### src/rtl/snitch_icache_data_ctrl.sv
// Instruction cache data array controller.
// Arbitrates lookups (reads) and refills (writes) onto a single SRAM port and
// returns read data through a small IDLE/READ/HOLD response FSM.
// Optional lookup fairness: define SNITCH_ICACHE_DATA_CTRL_FAIR_EN.
module snitch_icache_data_ctrl #(
  parameter int SET_COUNT  = 2,
  parameter int LINE_WIDTH = 128,
  parameter int LINE_COUNT = 128,
  localparam int AW = $clog2(LINE_COUNT),
  localparam int WW = (SET_COUNT > 1) ? $clog2(SET_COUNT) : 1
) (
  input  logic                            clk_i,
  input  logic                            rst_ni,
  input  logic                            lookup_valid_i,
  output logic                            lookup_ready_o,
  input  logic [AW-1:0]                   lookup_addr_i,
  input  logic [SET_COUNT-1:0]            lookup_way_i,
  input  logic                            refill_valid_i,
  output logic                            refill_ready_o,
  input  logic [AW-1:0]                   refill_addr_i,
  input  logic [WW-1:0]                   refill_way_i,
  input  logic [LINE_WIDTH-1:0]           refill_data_i,
  output logic                            rsp_valid_o,
  input  logic                            rsp_ready_i,
  output logic [LINE_WIDTH-1:0]           rsp_data_o,
  output logic [SET_COUNT-1:0]            ram_enable_o,
  output logic                            ram_write_o,
  output logic [AW-1:0]                   ram_addr_o,
  output logic [SET_COUNT*LINE_WIDTH-1:0] ram_wdata_o,
  input  logic [SET_COUNT*LINE_WIDTH-1:0] ram_rdata_i
);

  typedef enum logic [1:0] {IDLE, READ, HOLD} state_e;

  state_e                state_reg, state_next;
  logic [SET_COUNT-1:0]  way_reg;
  logic [LINE_WIDTH-1:0] hold_reg;
  logic                  capture_hold;

  logic                  lookup_ok;
  logic                  fair_force;
  logic                  lookup_grant;
  logic                  refill_grant;

  logic [SET_COUNT-1:0]  refill_onehot;
  logic [LINE_WIDTH-1:0] masked_rdata [SET_COUNT];
  logic [LINE_WIDTH-1:0] read_data;

  // A new lookup may start whenever the response path is free or draining.
  assign lookup_ok = (state_reg == IDLE) || rsp_ready_i;

`ifdef SNITCH_ICACHE_DATA_CTRL_FAIR_EN
  logic [1:0] fair_cnt_reg, fair_cnt_next;

  assign fair_force = (fair_cnt_reg == 2'd3);

  // Count refills that starved a waiting lookup; saturate at 3.
  always_comb begin
    fair_cnt_next = fair_cnt_reg;
    if (lookup_grant || !lookup_valid_i) begin
      fair_cnt_next = 2'd0;
    end else if (refill_grant && fair_cnt_reg != 2'd3) begin
      fair_cnt_next = fair_cnt_reg + 2'd1;
    end
  end

  // Fairness counter register.
  always_ff @(posedge clk_i or negedge rst_ni) begin
    if (!rst_ni) begin
      fair_cnt_reg <= 2'd0;
    end else begin
      fair_cnt_reg <= fair_cnt_next;
    end
  end
`else
  assign fair_force = 1'b0;
`endif

  // Refill wins a conflict unless fairness forces the lookup through.
  assign lookup_grant   = lookup_valid_i && lookup_ok && (!refill_valid_i || fair_force);
  assign refill_grant   = refill_valid_i && !lookup_grant;
  assign lookup_ready_o = lookup_ok && !refill_grant;
  assign refill_ready_o = !lookup_grant;

  // Per-way decode of the refill victim, replicated write data, and read masking.
  genvar gi;
  generate
    for (gi = 0; gi < SET_COUNT; gi++) begin : g_way
      assign refill_onehot[gi] = (refill_way_i == WW'(gi));
      assign ram_wdata_o[gi*LINE_WIDTH +: LINE_WIDTH] = refill_data_i;
      assign masked_rdata[gi] = way_reg[gi] ? ram_rdata_i[gi*LINE_WIDTH +: LINE_WIDTH]
                                            : '0;
    end
  endgenerate

  // Single SRAM port driven straight from whichever request is granted.
  always_comb begin
    ram_enable_o = '0;
    ram_write_o  = 1'b0;
    ram_addr_o   = '0;
    if (refill_grant) begin
      ram_enable_o = refill_onehot;
      ram_write_o  = 1'b1;
      ram_addr_o   = refill_addr_i;
    end else if (lookup_grant) begin
      ram_enable_o = lookup_way_i;
      ram_addr_o   = lookup_addr_i;
    end
  end

  // OR the masked way outputs; an empty way mask yields an all-zero line.
  always_comb begin
    read_data = '0;
    for (int i = 0; i < SET_COUNT; i++) begin
      read_data = read_data | masked_rdata[i];
    end
  end

  // Response FSM next state and outputs.
  always_comb begin
    state_next   = state_reg;
    capture_hold = 1'b0;
    rsp_valid_o  = 1'b0;
    rsp_data_o   = '0;
    case (state_reg)
      IDLE: begin
        if (lookup_grant) state_next = READ;
      end
      READ: begin
        rsp_valid_o = 1'b1;
        rsp_data_o  = read_data;
        if (rsp_ready_i) begin
          state_next = lookup_grant ? READ : IDLE;
        end else begin
          // SRAM output is only guaranteed this cycle, so park it.
          state_next   = HOLD;
          capture_hold = 1'b1;
        end
      end
      HOLD: begin
        rsp_valid_o = 1'b1;
        rsp_data_o  = hold_reg;
        if (rsp_ready_i) begin
          state_next = lookup_grant ? READ : IDLE;
        end
      end
      default: state_next = IDLE;
    endcase
  end

  // State, registered lookup way and hold register.
  always_ff @(posedge clk_i or negedge rst_ni) begin
    if (!rst_ni) begin
      state_reg <= IDLE;
      way_reg   <= '0;
      hold_reg  <= '0;
    end else begin
      state_reg <= state_next;
      if (lookup_grant) way_reg <= lookup_way_i;
      if (capture_hold) hold_reg <= read_data;
    end
  end

endmodule

### config.mk
export PLATFORM = sky130hd
export DESIGN_NAME = snitch_icache_data_ctrl
export DESIGN_NICKNAME = d
export VERILOG_FILES = /design/src/rtl/snitch_icache_data_ctrl.sv
export SDC_FILE = /design/constraint.sdc
export NUM_CORES = 1
export LEC_CHECK = 0
export ABC_AREA = 0
export CAP_MARGIN = 20
export CORE_AREA = 10 10 303 305
export CTS_CLUSTER_DIAMETER = 40
export DETAILED_ROUTE_END_ITERATION = 10
export DIE_AREA = 0 0 313 315
export PLACE_DENSITY_LB_ADDON = 0.1
export SYNTH_ARGS = -nofsm -noshare
export SYNTH_HDL_FRONTEND = slang
export SYNTH_SLANG_ARGS = --single-unit
export TNS_END_PERCENT = 5
### constraint.sdc
create_clock -name clk_i -period 1.8 [get_ports clk_i]
set_clock_uncertainty 0.1 [all_clocks]
set_input_delay 0.36 -clock clk_i [delete_from_list [all_inputs] [get_ports clk_i]]
set_output_delay 0.36 -clock clk_i [all_outputs]
set_load 0.01 [all_outputs]
## After elaboration in Yosys (flattened, before gate mapping)

Index checks and enable logic that the tools add are counted.

- Output and inout bits: 397
- Logic and storage cells: 36
- Register bits: 132

- Bitwise operators: 2
- Multiplexer cells: 16
- Eq/ne operators: 4
- Reduce and logical (&&, ||, !) cells: 11

Operators with widths:

| cell | number |
|---|---|
| $mux W128 | 2 |
| $pmux W128 S2 | 1 |
| $or A128 B128 Y128 | 1 |
| $mux W7 | 2 |
| $mux W2 | 5 |
| $pmux W2 S3 | 1 |
| $mux W1 | 5 |
| $logic_and A1 B1 Y1 | 4 |
| $ne A2 B2 Y1 const B | 2 |
| $logic_not A1 Y1 | 3 |
| $eq A2 B1 Y1 const B | 1 |
| $eq A2 B2 Y1 const B | 1 |
| $logic_not A2 Y1 | 1 |
| $reduce_and A2 Y1 | 1 |
| $reduce_or A2 Y1 | 1 |
| $logic_or A1 B1 Y1 | 1 |
| $not A1 Y1 | 1 |

## Longest topological paths before layout

Gate-level depths: netlist of the first run.

- Depth after elaboration: 8
- Depth in mapped cells: 7

## Worst setup path before layout of the first run

No wires, ideal clock.

- Path type: register to output
- Start point: register state_reg[0]
- End point: output rsp_data_o[0]
- Slack: -0.150 ns
- Arrival time: 1.490 ns
- Stages on the path, launching flop included: 6
- Path buffers: 2
- Cells stage by stage: dfrtp_1 inv_1 ha_1 clkbuf_1 clkbuf_1 nor2b_1

- Longest elaborated chain between the ends: 2

Ends and longest elaborated chain:

| what | RTL line | source |
|---|---|---|
| start, declared | 35 | `state_e state_reg, state_next;` |
| start signal, assigned | 158 | `state_reg <= state_next;` |
| $eq A2 B2 Y1 or $eq A2 B1 Y1 (tied branches) | 125 | `case (state_reg)` |
| $pmux W128 S2 (*) | 125 |  |
| end, declared | 25 | `output logic [LINE_WIDTH-1:0] rsp_data_o,` |

Every way passes the cells marked *; elsewhere a longest branch is shown, timed or not.

## Final worst setup path of the first run

- Start point: register way_reg[0]
- End point: output rsp_data_o[63]

- Longest elaborated chain between the ends: 3

Ends and longest elaborated chain:

| what | RTL line | source |
|---|---|---|
| start, declared | 36 | `logic [SET_COUNT-1:0] way_reg;` |
| start signal, assigned | 159 | `if (lookup_grant) way_reg <= lookup_way_i;` |
| $mux W128 | 91 | `assign masked_rdata[gi] = way_reg[gi] ? ram_rdata_i[gi*LINE_WIDTH +: LINE_WIDTH]` |
| $or A128 B128 Y128 | 115 | `read_data = read_data \| masked_rdata[i];` |
| $pmux W128 S2 | 125 |  |

Every way passes these cells.

==> flow_summary_export.csv, run 1 <==
group,metric,value,unit
status,outcome,"finished with violations",
status,violations,"negative setup slack",
floorplan,rows,108,
sta,worst_pin_slew,0.418,ns
floorplan,ios,803,
critical_path,critPathCaptureType,"output port",
finish,layout.cells.most_common_list,"clkdlybuf4s50_1 (276), dfrtp_1 (130), a22oi_2 (121)",
critical_path,cp_num_buf_inv,3,
placement,io_buffers,418,
critical_path,slowest_stage,"dfrtp_4",
power,power.internal,15.0,mW
clock_network,clock-sinks,132,
placement,routabilityCongestion,0.695,
critical_path,critPathKind,"reg2out",
power,switching_power,10.0,mW
sta,finalCriticalPeriod,2.59,ns
clock_network,cts_tree,"done",
sta,setup_viol,272,
logic_synthesis,synthCells,1021,
finish,final_common_cell,"clkdlybuf4s50_1",
finish,area_growth,65.6,%
finish,final_cells,2413,
logic_synthesis,syn_area,10200,um^2
floorplan,dieArea,98600,um^2
grt,grt_pass1_wl,77.2,mm
logic_synthesis,synth_seq_area_share,0.323,
clock_network,cts_root_buf,"clkbuf_16",
detailed_routing,routed_wl,57.2,mm
grt,grt_use_total,0.109,
power,power_density,1480,nW/um^2
critical_path,critPathArrivalTime,2.13,ns
detailed_routing,vias_per_cell,3.57,
critical_path,cp.required,1.34,ns
grt,antenna_found_initial,2,
power,p_comb_frac,0.629,
sta,drv_slew,0,
logic_synthesis,syn_nets,1431,
power,leakagePower,6.56,nW
floorplan,start_util,0.119,
power,p_seq_frac,0.216,
clock_network,path_clk_slew,0.07,ns
logic_synthesis,ys_ff_latch,132,
grt,grt-ovfl-total,0,
power,power.share.clock,0.154,
clock_network,clock_latency,0.48,ns
floorplan,die_h,315,um
clock_network,cts_made_buffers,17,
logic_synthesis,yosys_warnings,0,
detailed_routing,dr.pass1.iters,4,
detailed_routing,wire_per_inst,23.7,um
floorplan,die_x,313,um
finish,largest_reg_flops,128,
detailed_routing,vias,8607,
sta,fmax,386,MHz
grt,grt_max_degree,65,
grt,grt_pass1_vias,9821,
detailed_routing,ant_nets,0,
detailed_routing,drc,0,
logic_synthesis,synth_area_leaders,"dfrtp_1 (32%), buf_4 (20%), mux2_1 (12%)",
critical_path,startpoint_type,"flip-flop",
flow_run,max_cap_viol_count,0,
clock_network,cts_buffer_depth,2,
placement,placed_cells,2336,
critical_path,cp_common_cell,"buf_12",
floorplan,core,85900,um^2
clock_network,h-tree-depth,4,
power,peakVddDrop,747,uV
critical_path,cpLargestDelayFamily,"buffers and inverters",
sta,holdWs,0.199,ns
sta,rsz0062_at_grt,"yes",
logic_synthesis,ys_types,17,
placement,dp_hpwl,41.0,mm
sta,maxSlewHeadroom,0.721,
finish,drive_gt1_frac,0.483,
critical_path,cpPeakStageDelay,0.52,ns
logic_synthesis,avgSynthCellArea,10.0,um^2
finish,fin_nets,1653,
sta,fin_crit_sh,1.44,
sta,hold_violations,0,
worst_hold_path,hold_class,"in2async",
logic_synthesis,synth_area_leader_cell,"dfrtp_1",
logic_synthesis,yosysTopAreaCellShare,0.323,
sta,fin_ws,-0.790,ns
critical_path,crit_chain,"buf_12, buf_12, a22o_1, a22oi_2, nor2b_2, dlygate4sd2_1",
critical_path,cp_max_fo,26,
detailed_routing,drtIter0Drc,226,
power,swShare,0.401,
-- path summary, 6_finish.rpt --
check / from / end / slack, ns / cells after the start
setup reg to reg: state_reg[0]$_DFFE_PN0P_ / hold_reg[51]$_DFFE_PN0P_ / -0.45 / 9
min in group clk_i: hold_reg[67]$_DFFE_PN0P_ / hold_reg[67]$_DFFE_PN0P_ / 0.40 / 1
hold reg to reg: hold_reg[67]$_DFFE_PN0P_ / hold_reg[67]$_DFFE_PN0P_ / 0.40 / 1
setup / recovery: way_reg[0]$_DFFE_PN0N_ / rsp_data_o[63] / -0.79 / 6
max in group asynchronous: rst_ni / hold_reg[51]$_DFFE_PN0P_ / 0.69 / 3
hold / removal: rst_ni / hold_reg[104]$_DFFE_PN0P_ / 0.20 / 2
-- worst register-to-register path, stage by stage (launching register included) --
cell,delay (ns)
dfrtp_1,0.40
buf_6,0.14
ha_4,0.20
buf_12,0.14
buf_16,0.16
buf_6,0.13
nand2b_4,0.14
buf_12,0.16
buf_12,0.19
mux2_1,0.36
-- what timing repair did --
item / 4_1_cts / 5_1_grt
setup endpoints to repair: 273 / 273
resized for setup: 635 / 153
gates cloned: 11 / 9
buffers inserted: 20 / 3
hold buffers: 1 / 0
hold endpoints to repair: 82 / 0
pin swaps: 49 / 52
-- stage by stage --
stage          instance area, um^2  setup TNS, ns  setup WS, ns  total power, mW   util
6_report                     17000        -138.95        -0.790             25.1  0.197
5_1_grt                      16900        -162.71        -0.864             26.9  0.197
4_1_cts                      16700        -157.90        -0.915             25.0  0.194
3_5_place_dp                 14900        -131.21        -0.808             18.3  0.173
3_3_place_gp                 14900        -131.69        -0.883             18.2  0.173
2_1_floorplan                10500          -3.89       -0.0366             12.3      -
-- logic make-up after synthesis --
kind of cell | after synthesis | synth area share
multiplexers | 130 | 0.143
buffers and inverters | 350 | 0.233
adder cells (fa/ha/maj) | 4 | 0.00489
AND/OR/NAND/NOR | 134 | 0.0809
AO/OA/AOI/OAI | 271 | 0.216
flip-flops | 132 | 0.323
-- cells in the mapped netlist (all sizes together) --
master   count
mux2       130
clkbuf      24
a2111oi      1
o21ai        2
a22o       139
nor2         4
nor2b      128
dfrtp      132
nand2b       2
inv          6
a21o         1
a22oi      128
buf        320
ha           4
-- power groups by stage --
stage	clock, mW	combinational (mW)	sequential (mW)
finish	3.87	15.8	5.42
global route	4.17	17.1	5.62
CTS	4.08	15.6	5.39
detailed placement	0	13.0	5.22
global placement	0	13.0	5.18
floorplan	0	7.31	5.01
-- per-layer routing --
| layer | part of all wire | global-route usage | vias up |
|---|---|---|---|
| met5 | 0.00016 | 0 | - |
| met4 | 0.033 | 0.0464 | 2 |
| met3 | 0.088 | 0.0462 | 130 |
| met2 | 0.51 | 0.191 | 394 |
| met1 | 0.37 | 0.115 | 4194 |
| li1 | - | - | 3887 |
-- area by class of cell --
type / instances / area [um^2]
well taps: 1155 / 1450
repair buffers: 547 / 5740
diodes: 2 / 5.00
inverters: 6 / 22.5
clock buffers: 18 / 439
multi-input cells: 539 / 5830
flip-flops and latches: 132 / 3310
fillers: 9502 / 69000
clock inverters: 14 / 166
Note: power is estimated with default switching activity, not from simulation.
==> inputs of run 2 (changes only) <==
--- a/config.mk
+++ b/config.mk
@@ -11,7 +11,6 @@
 export CTS_CLUSTER_DIAMETER = 40
 export DETAILED_ROUTE_END_ITERATION = 10
 export DIE_AREA = 0 0 313 315
-export PLACE_DENSITY_LB_ADDON = 0.1
 export SYNTH_ARGS = -nofsm -noshare
 export SYNTH_HDL_FRONTEND = slang
 export SYNTH_SLANG_ARGS = --single-unit
==> constraint.sdc (replaced) <==
create_clock -name clk_i -period 3.2 [get_ports clk_i]
set_clock_uncertainty 0.1 [all_clocks]
set_input_delay 0.64 -clock clk_i [delete_from_list [all_inputs] [get_ports clk_i]]
set_output_delay 0.64 -clock clk_i [all_outputs]
set_load 0.01 [all_outputs]
==> flow_summary_export.csv, run 2 (synthesized netlist as in run 1, its figures left out) <==
group,metric,value,unit
clock_network,cts_buffer_depth,2,
critical_path,critPathKind,"reg2out",
finish,final_common_cell,"clkdlybuf4s50_1",
placement,routabilityCongestion,0.730,
finish,final_cells,2345,
floorplan,dieArea,98600,um^2
power,total_power,11.8,mW
sta,rsz0062_at_grt,"yes",
power,leakagePower,6.67,nW
detailed_routing,drtIter0Drc,399,
critical_path,critPathArrivalTime,2.43,ns
finish,area_growth,48.2,%
detailed_routing,vias_per_cell,3.60,
finish,largest_reg_flops,128,
detailed_routing,ant_nets,0,
grt,antenna_found_initial,5,
grt,met1_usage,0.111,
grt,use_met3,0.0559,
clock_network,h-tree-depth,4,
power,peakVddDrop,356,uV
grt,top_usage_layer,"met2",
finish,utilization,0.177,
worst_hold_path,hold_class,"reg2reg",
floorplan,rows,108,
finish,fin_area,15200,um^2
placement,placed_cells,2307,
placement,io_buffers,418,
placement,dp_hpwl,41.5,mm
floorplan,ios,803,
floorplan,core,85900,um^2
sta,finalCriticalPeriod,3.17,ns
sta,fin_crit_sh,0.991,
sta,maxSlewHeadroom,0.644,
critical_path,cp_max_fo,41,
clock_network,cts_root_buf,"clkbuf_16",
status,outcome,"finished clean",
critical_path,cp.required,2.46,ns
placement,post_dp_cell_area,14300,um^2
floorplan,die_h,315,um
finish,drive_gt1_frac,0.124,
power,power_density,775,nW/um^2
finish,fin_nets,1586,
grt,grt_use_met2,0.156,
detailed_routing,dr.pass1.iters,4,
critical_path,startpoint_type,"flip-flop",
sta,worst_pin_slew,0.534,ns
sta,hold_violations,0,
clock_network,clock-sinks,132,
grt,grt_pass1_vias,9100,
grt,grt_use_total,0.101,
detailed_routing,drc,0,
floorplan,die_x,313,um
clock_network,clock_latency,0.47,ns
critical_path,critPathCaptureType,"output port",
flow_run,max_cap_viol_count,0,
detailed_routing,wire_per_inst,22.3,um
detailed_routing,vias,8448,
grt,grt_max_degree,55,
sta,setup_viol,0,
sta,drv_slew,0,
grt,grt_pass1_wl,70.4,mm
finish,layout.cells.most_common_list,"clkdlybuf4s50_1 (305), a22o_1 (138), a22oi_1 (128), dfrtp_1 (128), nor2b_1 (123)",
grt,grt-ovfl-total,0,
clock_network,cts_made_buffers,17,
detailed_routing,routed_wl,52.3,mm
clock_network,cts_tree,"done",
floorplan,start_util,0.119,
clock_network,path_clk_slew,0.06,ns
sta,fmax,315,MHz
==> run 2: timing repair <==
action / CTS / global route
setup buffers: 0 / 2
endpoints found under the setup margin: 106 / 56
hold buffers: 1 / 0
endpoints found under the hold margin: 9 / 0
resized for setup: 62 / 58
pin swaps: 0 / 1
gates cloned: 0 / 2
==> run 2: per-stage QoR <==
step	hold slack, ns	setup TNS (ns)	setup slack, ns
after CTS	0.396	-1.20	-0.101
after global placement	0.373	0	0.140
after floorplan	0.244	0	0.970
after detailed placement	0.381	0	0.154
after global routing	0.403	-0.106	-0.104
final	0.392	0	0.0277
==> run 2: power breakdown <==
| group | internal, mW | switching, mW | total, mW |
|---|---|---|---|
| sequential | 2.51 | 0.413 | 2.92 |
| combinational | 3.31 | 3.21 | 6.53 |
| clock | 1.39 | 0.927 | 2.31 |
| total | 7.21 | 4.55 | 11.8 |
==> run 2: path summary, 6_finish.rpt <==
check | start | to | slack, ns | cells after the start
max | state_reg[0]$_DFFE_PN0P_ | rsp_data_o[14] | 0.03 | 7
min | hold_reg[32]$_DFFE_PN0P_ | hold_reg[32]$_DFFE_PN0P_ | 0.39 | 1
min in group asynchronous | rst_ni | hold_reg[109]$_DFFE_PN0P_ | 0.60 | 2
min reg2reg | hold_reg[32]$_DFFE_PN0P_ | hold_reg[32]$_DFFE_PN0P_ | 0.39 | 1
max reg2reg | state_reg[1]$_DFFE_PN0P_ | hold_reg[60]$_DFFE_PN0P_ | 0.88 | 8
max in group asynchronous | rst_ni | hold_reg[39]$_DFFE_PN0P_ | 1.71 | 3
==> run 2: area by class of cell <==
cell class / count / area, um^2
Antenna cell: 1 / 2.50
Clock buffer: 20 / 437
Clock inverter: 12 / 204
Fill cell: 9643 / 70800
Inverter: 6 / 22.5
Multi-Input combinational cell: 539 / 4610
Sequential cell: 132 / 3310
Tap cell: 1155 / 1450
Timing Repair Buffer: 480 / 5130
==> run 2: worst max-delay path: stages (launching register included) <==
cell	delay [ns]
dfrtp_2	0.45
inv_2	0.11
ha_4	0.18
buf_16	0.21
buf_6	0.17
a22oi_1	0.08
nor2b_1	0.13
clkdlybuf4s50_1	0.57
==> run 2: metal layers <==
layer | wire (um) | up-vias
met2 | 23500 | 531
li1 | - | 3730
met1 | 20700 | 4068
met5 | 37 | -
met3 | 6070 | 117
met4 | 1970 | 2
